--- src/rtl/mem_wb_writeback_if.sv ---
// rtl/mem_wb_writeback_if.sv - Memory-stage to writeback bus: MEM/WB inputs, register-file write port, WB/END history
//
// Purpose : bundles the Memory stage outputs that feed MEM/WB, the register-file
//           write port and the WB/END forwarding history into one interface.
// Modports: master - Memory stage side (drives stage controls and payload, observes outputs)
//           slave  - mem_wb_writeback side
// Signals : Stall, Flush, Valid_In, RegWrite_In, MemtoReg_In, ALUResult_In,
//           ReadData_In, RegDestAddress_In (to writeback);
//           RegWrite_Out, WriteRegister, WriteData, Fwd2_RegWrite, Fwd2_Addr,
//           Fwd2_Data, RetireCount (from writeback; RetireCount only with RETIRE_CNT_EN)
interface mem_wb_writeback_if #(
    parameter int DATA_W = 32,
    parameter int ADDR_W = 5
);
    logic              Stall;
    logic              Flush;
    logic              Valid_In;
    logic              RegWrite_In;
    logic              MemtoReg_In;
    logic [DATA_W-1:0] ALUResult_In;
    logic [DATA_W-1:0] ReadData_In;
    logic [ADDR_W-1:0] RegDestAddress_In;

    logic              RegWrite_Out;
    logic [ADDR_W-1:0] WriteRegister;
    logic [DATA_W-1:0] WriteData;
    logic              Fwd2_RegWrite;
    logic [ADDR_W-1:0] Fwd2_Addr;
    logic [DATA_W-1:0] Fwd2_Data;
`ifdef RETIRE_CNT_EN
    logic [31:0]       RetireCount;
`endif

    modport master (
        output Stall, Flush, Valid_In, RegWrite_In, MemtoReg_In,
               ALUResult_In, ReadData_In, RegDestAddress_In,
        input  RegWrite_Out, WriteRegister, WriteData,
               Fwd2_RegWrite, Fwd2_Addr, Fwd2_Data
`ifdef RETIRE_CNT_EN
        , input RetireCount
`endif
    );

    modport slave (
        input  Stall, Flush, Valid_In, RegWrite_In, MemtoReg_In,
               ALUResult_In, ReadData_In, RegDestAddress_In,
        output RegWrite_Out, WriteRegister, WriteData,
               Fwd2_RegWrite, Fwd2_Addr, Fwd2_Data
`ifdef RETIRE_CNT_EN
        , output RetireCount
`endif
    );
endinterface

--- src/rtl/mem_wb_writeback.sv ---
// rtl/mem_wb_writeback.sv - MEM/WB pipeline register, writeback mux and WB/END forwarding history
//
// Purpose : captures Memory stage results, selects the writeback value, drives the
//           register-file write port exactly once per instruction, and keeps the
//           previous cycle's write (WB/END) for Execute-stage forwarding.
// Ports   : Clk  - clock, rising edge
//           Rst  - synchronous active-high reset (priority over Flush and Stall)
//           bus  - mem_wb_writeback_if.slave (see interface header)
// Option  : RETIRE_CNT_EN - builds the 32-bit committed-instruction counter (bus.RetireCount)
module mem_wb_writeback #(
    parameter int DATA_W = 32,
    parameter int ADDR_W = 5
) (
    input  logic              Clk,
    input  logic              Rst,
    mem_wb_writeback_if.slave bus
);

    // MEM/WB pipeline register
    logic              valid_q,     valid_d;
    logic              regwrite_q,  regwrite_d;
    logic              memtoreg_q,  memtoreg_d;
    logic [DATA_W-1:0] aluresult_q, aluresult_d;
    logic [DATA_W-1:0] readdata_q,  readdata_d;
    logic [ADDR_W-1:0] dest_q,      dest_d;
    // Set once a held instruction has had its commit cycle
    logic              committed_q, committed_d;

    // WB/END history
    logic              f2_we_q,   f2_we_d;
    logic [ADDR_W-1:0] f2_addr_q, f2_addr_d;
    logic [DATA_W-1:0] f2_data_q, f2_data_d;

    logic              wb_we;
    logic [DATA_W-1:0] wb_data;

    assign wb_data = memtoreg_q ? readdata_q : aluresult_q;
    // ~Rst drops any in-flight write during the reset cycle itself
    assign wb_we   = regwrite_q & valid_q & (dest_q != '0) & ~committed_q & ~Rst;

    assign bus.RegWrite_Out  = wb_we;
    assign bus.WriteRegister = dest_q;
    assign bus.WriteData     = wb_data;
    assign bus.Fwd2_RegWrite = f2_we_q;
    assign bus.Fwd2_Addr     = f2_addr_q;
    assign bus.Fwd2_Data     = f2_data_q;

    always_comb begin
        valid_d     = valid_q;
        regwrite_d  = regwrite_q;
        memtoreg_d  = memtoreg_q;
        aluresult_d = aluresult_q;
        readdata_d  = readdata_q;
        dest_d      = dest_q;
        committed_d = committed_q;

        if (bus.Flush) begin
            valid_d     = 1'b0;
            regwrite_d  = 1'b0;
            memtoreg_d  = 1'b0;
            aluresult_d = '0;
            readdata_d  = '0;
            dest_d      = '0;
            committed_d = 1'b0;
        end else if (bus.Stall) begin
            // A held real instruction has committed after its first cycle here
            committed_d = committed_q | valid_q;
        end else begin
            valid_d     = bus.Valid_In;
            regwrite_d  = bus.RegWrite_In & bus.Valid_In;
            memtoreg_d  = bus.MemtoReg_In;
            aluresult_d = bus.ALUResult_In;
            readdata_d  = bus.ReadData_In;
            dest_d      = bus.RegDestAddress_In;
            committed_d = 1'b0;
        end

        // Masked and bubble cycles keep the last real write's address/data
        f2_we_d   = wb_we;
        f2_addr_d = wb_we ? dest_q  : f2_addr_q;
        f2_data_d = wb_we ? wb_data : f2_data_q;
    end

    always_ff @(posedge Clk) begin
        if (Rst) begin
            valid_q     <= 1'b0;
            regwrite_q  <= 1'b0;
            memtoreg_q  <= 1'b0;
            aluresult_q <= '0;
            readdata_q  <= '0;
            dest_q      <= '0;
            committed_q <= 1'b0;
            f2_we_q     <= 1'b0;
            f2_addr_q   <= '0;
            f2_data_q   <= '0;
        end else begin
            valid_q     <= valid_d;
            regwrite_q  <= regwrite_d;
            memtoreg_q  <= memtoreg_d;
            aluresult_q <= aluresult_d;
            readdata_q  <= readdata_d;
            dest_q      <= dest_d;
            committed_q <= committed_d;
            f2_we_q     <= f2_we_d;
            f2_addr_q   <= f2_addr_d;
            f2_data_q   <= f2_data_d;
        end
    end

`ifdef RETIRE_CNT_EN
    // Counts every real instruction once, whether or not it writes a register
    logic        retire_now;
    logic [31:0] retire_cnt_q, retire_cnt_d;

    assign retire_now      = valid_q & ~committed_q;
    assign retire_cnt_d    = retire_now ? retire_cnt_q + 32'd1 : retire_cnt_q;
    assign bus.RetireCount = retire_cnt_q;

    always_ff @(posedge Clk) begin
        if (Rst) begin
            retire_cnt_q <= '0;
        end else begin
            retire_cnt_q <= retire_cnt_d;
        end
    end
`endif

endmodule

--- src/flat_wrapper.sv ---
// flat-port wrapper written by rule: the top's interface ports become plain ports
module mem_wb_writeback_flat 
#(
    parameter int DATA_W = 32,
    parameter int ADDR_W = 5
)
  (Clk, Rst, bus_Stall, bus_Flush, bus_Valid_In, bus_RegWrite_In, bus_MemtoReg_In, bus_ALUResult_In, bus_ReadData_In, bus_RegDestAddress_In, bus_RegWrite_Out, bus_WriteRegister, bus_WriteData, bus_Fwd2_RegWrite, bus_Fwd2_Addr, bus_Fwd2_Data);
  mem_wb_writeback_if #(.DATA_W(DATA_W), .ADDR_W(ADDR_W)) bus_i ();
  input  logic Clk;
  input  logic Rst;
  input wire logic [$bits(bus_i.Stall)-1:0] bus_Stall;
  input wire logic [$bits(bus_i.Flush)-1:0] bus_Flush;
  input wire logic [$bits(bus_i.Valid_In)-1:0] bus_Valid_In;
  input wire logic [$bits(bus_i.RegWrite_In)-1:0] bus_RegWrite_In;
  input wire logic [$bits(bus_i.MemtoReg_In)-1:0] bus_MemtoReg_In;
  input wire logic [$bits(bus_i.ALUResult_In)-1:0] bus_ALUResult_In;
  input wire logic [$bits(bus_i.ReadData_In)-1:0] bus_ReadData_In;
  input wire logic [$bits(bus_i.RegDestAddress_In)-1:0] bus_RegDestAddress_In;
  output wire logic [$bits(bus_i.RegWrite_Out)-1:0] bus_RegWrite_Out;
  output wire logic [$bits(bus_i.WriteRegister)-1:0] bus_WriteRegister;
  output wire logic [$bits(bus_i.WriteData)-1:0] bus_WriteData;
  output wire logic [$bits(bus_i.Fwd2_RegWrite)-1:0] bus_Fwd2_RegWrite;
  output wire logic [$bits(bus_i.Fwd2_Addr)-1:0] bus_Fwd2_Addr;
  output wire logic [$bits(bus_i.Fwd2_Data)-1:0] bus_Fwd2_Data;
  assign bus_i.Stall = bus_Stall;
  assign bus_i.Flush = bus_Flush;
  assign bus_i.Valid_In = bus_Valid_In;
  assign bus_i.RegWrite_In = bus_RegWrite_In;
  assign bus_i.MemtoReg_In = bus_MemtoReg_In;
  assign bus_i.ALUResult_In = bus_ALUResult_In;
  assign bus_i.ReadData_In = bus_ReadData_In;
  assign bus_i.RegDestAddress_In = bus_RegDestAddress_In;
  assign bus_RegWrite_Out = bus_i.RegWrite_Out;
  assign bus_WriteRegister = bus_i.WriteRegister;
  assign bus_WriteData = bus_i.WriteData;
  assign bus_Fwd2_RegWrite = bus_i.Fwd2_RegWrite;
  assign bus_Fwd2_Addr = bus_i.Fwd2_Addr;
  assign bus_Fwd2_Data = bus_i.Fwd2_Data;
  mem_wb_writeback #(.DATA_W(DATA_W), .ADDR_W(ADDR_W)) u_core (.Clk(Clk), .Rst(Rst), .bus(bus_i));
endmodule
--- config.mk ---
export PLATFORM = sky130hd
export DESIGN_NAME = mem_wb_writeback_flat
export DESIGN_NICKNAME = d
export VERILOG_FILES = /design/src/rtl/mem_wb_writeback_if.sv /design/src/rtl/mem_wb_writeback.sv /design/src/flat_wrapper.sv
export SDC_FILE = /design/constraint.sdc
export NUM_CORES = 1
export LEC_CHECK = 0
export ABC_AREA = 1
export BUFFER_PORTS_ARGS = -buffer_cell sky130_fd_sc_hd__clkbuf_2
export CAP_MARGIN = 20
export CORE_MARGIN = 8
export CORE_UTILIZATION = 45
export CTS_CLUSTER_DIAMETER = 80
export DETAILED_ROUTE_END_ITERATION = 10
export GPL_TIMING_DRIVEN = 0
export PLACE_DENSITY = 0.77
export SYNTH_ARGS = -nofsm -noshare
export SYNTH_HDL_FRONTEND = slang
export SYNTH_SLANG_ARGS = --single-unit
--- constraint.sdc ---
create_clock -name Clk -period 1.5 [get_ports Clk]
set_input_delay 0.3 -clock Clk [delete_from_list [all_inputs] [get_ports Clk]]
set_output_delay 0.3 -clock Clk [all_outputs]
set_load 0.005 [all_outputs]
; Word-level counts from Yosys, hierarchy flattened
; Index checks and enable logic that the tools add are counted.
[op_classes]
mux = 1
n_reduce_logical = 3
bitwise_logic = 9
[op_table]
columns = cell, n
row1 = 32-bit two-way mux, 1
row2 = 1-bit AND, 5
row3 = 5-bit nonzero test, 1
row4 = 1-bit inverter, 3
row5 = 3-bit OR reduction, 1
row6 = 2-bit OR reduction, 1
row7 = 1-bit bitwise OR, 1
[word_totals]
in_bits = 76
out_inout_bits = 76
reg_bits = 111
word_cells = 23

; Logic depth before layout (Yosys ltp)
; Gate-level depths: netlist of the first run.
[logic_depth]
ltp_word = 4
ltp_mapped = 8
ltp_nobuf = 7

; Worst setup path before layout of the first run
; No wires, ideal clock.
[synth_path]
path_type = reg2out
startpoint = register u_core.dest_q[0], in the netlist u_core.bus.WriteRegister[0]
endpoint = output port bus_RegWrite_Out
slack_ps = 263
path_buffers = 1
path_stages_with_launch = 6
t_arrival_ps = 937
cell_sequence = dfxtp_1 nor2_1 nand3_2 nand2_2 inv_4 buf_4
[synth_via]
elab_chain_len = 4
[synth_lines]
columns = item, line
row1 = start: declaration, mem_wb_writeback.sv:25  ; logic [ADDR_W-1:0] dest_q, dest_d;
row2 = start signal: assignment, mem_wb_writeback.sv:102  ; dest_q <= dest_d;
row3 = 5-bit nonzero test, mem_wb_writeback.sv:39  ; assign wb_we = regwrite_q & valid_q & (dest_q != '0) & ~committed_q & ~Rst;
row4 = 1-bit AND (3 in series), mem_wb_writeback.sv:39
row5 = end: declaration, flat_wrapper.sv:19  ; output wire logic [$bits(bus_i.RegWrite_Out)-1:0] bus_RegWrite_Out;
; Every way passes these cells.

; Final worst setup path of the first run
[layout_path]
startpoint = register u_core.memtoreg_q
endpoint = output port bus_WriteData[18]
[layout_via]
elab_chain_len = 1
[layout_lines]
columns = item, line
row1 = start: declaration, mem_wb_writeback.sv:22  ; logic memtoreg_q, memtoreg_d;
row2 = start signal: assignment, mem_wb_writeback.sv:99  ; memtoreg_q <= memtoreg_d;
row3 = 32-bit two-way mux, mem_wb_writeback.sv:37  ; assign wb_data = memtoreg_q ? readdata_q : aluresult_q;
row4 = end: declaration, flat_wrapper.sv:21  ; output wire logic [$bits(bus_i.WriteData)-1:0] bus_WriteData;
; Every way passes these cells.

==> metrics, run 1 <==
Yosys top cell by area=dfxtp_1; Crit Path Max Fanout=5; Top Layer Used=met4; beginning of the worst register-to-register path=u_core.memtoreg_q; most frequent cell after synthesis=nand2_1; Rel. slew slack=0.652; Comb pwr share=0.147; Seq/Total Area, Yosys=0.492; Slew Viols, Final=0; largest net degree at the start of global routing=19; GRT Total Usage=0.223; CTS sink count=111; Routed met3 length=1260 microns; R2R setup slack=-0.07 ns; CTS tree=built; Yosys top cell area share=0.492; sequential power share=0.545; setup ws final=-0.201 ns; DRC violations left=0; Congestion Overflow GR=0; routed wire length=15300 microns; Reg clk slew, reported paths=0.11 ns; dominant synthesized flop cell=dfxtp_1; Starting Density=0.462; wire per inst=15.9 microns; Critical Path End Type=output pin; antenna cells=0; flops & latches, synth=111; minimum clock period=1.70 ns; Placer Congestion=0.837; Root Buffer=clkbuf_8; synth unique cells=20; Rows=36; Mapped Cells=627; Post-synth top cells=nand2_1, dfxtp_1, nor2_1, inv_1, a21oi_1; ys async rst share=0; Met2 Wirelength=7440 microns; Fin Clk Skew=0.0132 ns; Max H-tree Level=3; Non-Filler Instances=961; total number of vias=4817; Worst Path Arrival=1.40 ns; hold endpoint=u_core.bus.WriteRegister[2]; reg2reg end=u_core.bus.Fwd2_Data[11]; Final nets=899; M1 WL=6390 microns; synth top area cells=dfxtp_1, nand2_1, nor2_1; RSZ-0062 raised after global routing=true; dpl ws=-0.172 ns; Clock Power Share=0.308; Critical Path Slowest Stage Cell=dfxtp_4; initial antenna violation count=0; HPWL Detailed=10500 microns; Inserted Clock Buffers=9; run status=finished with violations; Critical Path Start Type=register; Mapped Area=0.00452 sq mm; DR pass1 iterations=5; setup violators final=34; Crit path top cell by count=clkbuf_16; crit share post-route=1.13; worst min path class=in2reg; first-iteration detailed-routing DRC count=380; final hold violations=0; Static Leak=0.00308 uW; layout cell share with drive strength beyond 1=0.383; crit-path cells=clkbuf_16 > clkbuf_16 > o21ai_4 > inv_1 > clkbuf_2; mean post-synth cell area=7.21 sq um; cell depth of the worst hold path=3; Hold Crit Start=bus_RegDestAddress_In[2]; EDFF count, synth=0; Port Buf Inserts=150; post-placement cell count=910; Psw=1530 uW; die area=0.0135 sq mm; Clock Path Buffers=2; filler cell count=836; Synth Warn #=0; max_cap viols=0; slowest stage delay, CP=0.39 ns; die width=116 microns; layout overhead on the synthesized area=45.8%; # IOs=152; Pwr Density=852 mW/mm^2; Final Util=0.674; Worst-Margin Slew=0.522 ns; Via density=5.01; vias in the first global route=5039; WS Path Type=reg2out; Die Height=116 microns; Worst-Skew Late Latency=0.37 ns; first-pass GRT wire length=23700 microns; Internal Power=4090 uW; area of the core=0.00977 sq mm; Antenna Nets Post-Route=0; switching fraction of total power=0.272; failing checks=setup timing; f_max=0.588 GHz; worst r2r path cells=11; Peak VDD IR=0.460 mV; Mapped Nets=703; worst path required time=1.20 ns
power by group through the flow:
stage | Sequential (uW) | Combinational (uW) | Clock [uW]
floorplan | 3100 | 330 | 0
global placement | 3110 | 586 | 0
detailed placement | 3110 | 598 | 0
CTS | 3060 | 743 | 1760
global route | 3070 | 895 | 1900
finish | 3060 | 826 | 1730
sequential cells by signal, summed over array words and instances (netlist names):
register                  count
u_core.committed_q            1
u_core.bus.Fwd2_Addr          5
u_core.valid_q                1
u_core.bus.Fwd2_RegWrite      1
u_core.memtoreg_q             1
u_core.regwrite_q             1
u_core.readdata_q            32
u_core.aluresult_q           32
u_core.bus.WriteRegister      5
u_core.bus.Fwd2_Data         32
logic make-up (layout without fill, tap and decap cells):
family                 after synthesis  in the layout  share of synthesized area
flip-flops                         111            111                      0.492
AO/OA/AOI/OAI                      108            108                      0.138
buffers and inverters              114            315                      0.111
AND/OR/NAND/NOR                    294            294                      0.259
placed cells by master (no fill, tap or decap), types with 2 or more instances in the layout:
master | netlist | final
a211oi_1 | 33 | 33
a21oi_1 | 42 | 42
buf_1 | 5 | 3
buf_12 | 0 | 3
buf_2 | 15 | 14
buf_4 | 6 | 30
buf_6 | 4 | 9
buf_8 | 0 | 3
clkbuf_1 | 14 | 11
clkbuf_16 | 0 | 5
clkbuf_2 | 0 | 149
clkbuf_8 | 0 | 11
clkinv_4 | 0 | 2
clkinvlp_4 | 0 | 2
dfxtp_1 | 111 | 104
dfxtp_2 | 0 | 4
dfxtp_4 | 0 | 3
inv_1 | 68 | 63
inv_2 | 1 | 6
nand2_1 | 150 | 119
nand2_2 | 2 | 17
nand2_4 | 0 | 16
nand3_1 | 34 | 31
nand3_2 | 1 | 3
nor2_1 | 104 | 102
nor2_4 | 1 | 3
o21ai_2 | 0 | 12
o21ai_4 | 0 | 20
final cells by class:
class | instances | area (sq um) | share of cell area
buffer | 43 | 320 | 0.0486
clock buffer | 11 | 151 | 0.0230
clock inverter | 5 | 41.3 | 0.00627
inverter | 70 | 270 | 0.0410
multi-input combinational | 402 | 2260 | 0.343
sequential | 111 | 2240 | 0.340
tap | 133 | 166 | 0.0253
timing repair buffer | 186 | 1140 | 0.173
worst max-delay path, delay by kind of cell, from the launching register on:
kind | cells | cell delay (ns)
flops | 1 | 0.39
buf+inv | 4 | 0.50
compound gates | 1 | 0.15
layer usage:
| layer | GRT usage | up-vias |
|---|---|---|
| li1 | - | 2364 |
| met3 | 0.0502 | 21 |
| met5 | 0 | - |
| met4 | 0.0830 | 0 |
| met2 | 0.384 | 204 |
| met1 | 0.264 | 2228 |
stage by stage:
step / instance area (sq um) / hold slack, ns / total power (uW) / setup TNS, ns
finish: 6590 / 0.142 / 5620 / -5.47
global route: 6590 / 0.128 / 5860 / -7.70
CTS: 6260 / 0.138 / 5560 / -5.17
detailed placement: 5440 / 0.454 / 3710 / -1.41
global placement: 5440 / 0.448 / 3690 / -0.803
floorplan: 4520 / 0.369 / 3430 / 0
how the worst max path moves through the flow:
stage                                      from           endpoint  slack (ns)
finish                        u_core.memtoreg_q  bus_WriteData[18]       -0.20
CTS                           u_core.memtoreg_q  bus_WriteData[30]       -0.20
floorplan           u_core.bus.WriteRegister[0]   bus_RegWrite_Out        0.26
global placement                            Rst   bus_RegWrite_Out       -0.15
detailed placement                          Rst   bus_RegWrite_Out       -0.17
global route                  u_core.memtoreg_q  bus_WriteData[27]       -0.26
what timing repair did:
item,in CTS,in global routing
cloned,3,4
hold buffers,0,0
buffers inserted,21,9
endpoints found under the setup margin,38,55
resized for setup,143,51
pin swaps,21,23
Power figures use the tool's default switching activity.
==> inputs of run 2 (changes only) <==
--- a/config.mk
+++ b/config.mk
@@ -14,6 +14,7 @@
 export DETAILED_ROUTE_END_ITERATION = 10
 export GPL_TIMING_DRIVEN = 0
 export PLACE_DENSITY = 0.77
+export SKIP_CTS_REPAIR_TIMING = 1
 export SYNTH_ARGS = -nofsm -noshare
 export SYNTH_HDL_FRONTEND = slang
 export SYNTH_SLANG_ARGS = --single-unit
==> metrics, run 2 (synthesized netlist as in run 1, its figures left out) <==
run status=finished with violations; failing checks=setup timing; Rel. slew slack=0.650; die width=116 microns; Worst-Skew Late Latency=0.37 ns; die area=0.0135 sq mm; CTS sink count=111; most frequent cells in the layout=clkbuf_2, nand2_1, dfxtp_1, nor2_1, inv_1; setup ws final=-0.190 ns; crit share post-route=1.13; Internal Power=4020 uW; CTS tree=built; commonest non-fill, non-tap cell in the layout=clkbuf_2; Crit Path Max Fanout=10; layout overhead on the synthesized area=36.4%; Final Hold Slack=0.146 ns; filler cell count=904; Via density=4.93; Sequential Area=0.00223 sq mm; Final Util=0.631; setup violators final=33; multi-input logic area=0.00209 sq mm; DR pass1 iterations=5; Comb pwr share=0.129; Congestion Overflow GR=0; worst path required time=1.20 ns; layout cell share with drive strength beyond 1=0.329; Clock Path Buffers=2; Antenna Nets Post-Route=0; final hold violations=0; Die Height=116 microns; Reg clk slew, reported paths=0.11 ns; Peak VDD IR=0.528 mV; WS Path Type=reg2out; RSZ-0062 raised after global routing=true; Critical Path End Type=output pin; largest net degree at the start of global routing=19; Port Buf Inserts=150; Static Leak=0.00290 uW; GRT Total Usage=0.202; sequential power share=0.556; minimum clock period=1.69 ns; switching fraction of total power=0.269; Root Buffer=clkbuf_8; initial antenna violation count=0; DRC violations left=0; max_cap viols=0; f_max=0.592 GHz; Inserted Clock Buffers=9; Worst Path Arrival=1.39 ns; Clock Power Share=0.315; antenna cells=0; Rows=36; HPWL Detailed=10500 microns; Pwr Density=892 mW/mm^2; Psw=1480 uW; Max H-tree Level=3; Worst-Margin Slew=0.524 ns; first-iteration detailed-routing DRC count=282; # IOs=152; Fin Clk Skew=0.0136 ns; routed wire length=14100 microns; setup TNS=-5.13 ns; worst min path class=in2reg; Slew Viols, Final=0; area of the core=0.00977 sq mm; Non-Filler Cell Area, Final=0.00616 sq mm; Critical Path Start Type=register; Placer Congestion=0.837; Final nets=877; Starting Density=0.462; placed cell area=0.00544 sq mm; first-pass GRT wire length=21600 microns; total number of vias=4626; vias in the first global route=4609; wire per inst=15.0 microns
[run 2: cell count changes in the layout (fill, tap and decap cells not counted), sizes merged]
cell | before | now
clkbuf | 177 | 175
inv | 71 | 70
buf | 63 | 43
clkinv | 2 | 3
[run 2: metal layers]
layer | up-vias | share of wire | track usage | routed length, microns
li1 | 2305 | - | - | -
met1 | 2128 | 0.42 | 0.248 | 5970
met2 | 175 | 0.48 | 0.347 | 6760
met3 | 18 | 0.086 | 0.0465 | 1210
met4 | 0 | 0.013 | 0.0510 | 181
met5 | - | 0 | 0 | 0
[run 2: path summary, 6_finish.rpt]
check,from,end,slack [ns],cells after the start
setup / recovery,u_core.memtoreg_q,bus_WriteData[17],-0.19,5
hold / removal,bus_RegDestAddress_In[2],u_core.bus.WriteRegister[2],0.15,3
setup reg to reg,u_core.committed_q,u_core.bus.Fwd2_Data[7],0.09,9
hold reg to reg,u_core.bus.Fwd2_Addr[2],u_core.bus.Fwd2_Addr[2],0.47,2
[run 2: power groups by stage]
stage,combinational (uW),clock [uW],sequential [uW]
2_1_floorplan,330,0,3100
3_3_place_gp,586,0,3110
3_5_place_dp,598,0,3110
4_1_cts,601,1760,3040
5_1_grt,781,1900,3060
6_report,711,1730,3060
[run 2: worst max-delay path, cell delays in order, from the launching register on]
cell	delay, ns
dfxtp_4	0.38
buf_12	0.14
buf_12	0.15
o21ai_2	0.18
inv_1	0.06
clkbuf_2	0.11
[run 2: per-stage QoR]
stage	total power, uW	instances	setup slack (ns)
6_report	5500	939	-0.190
5_1_grt	5750	939	-0.258
4_1_cts	5400	926	-0.570
3_5_place_dp	3710	910	-0.172
3_3_place_gp	3690	910	-0.149
2_1_floorplan	3430	627	0.263
[run 2: final cells by class]
| class | instances | area share |
|---|---|---|
| clock buffers | 11 | 0.0246 |
| inverters | 70 | 0.0447 |
| well taps | 133 | 0.0270 |
| plain buffers | 41 | 0.0487 |
| clock inverters | 5 | 0.00670 |
| repair buffers | 166 | 0.147 |
| flip-flops and latches | 111 | 0.362 |
| multi-input cells | 402 | 0.339 |
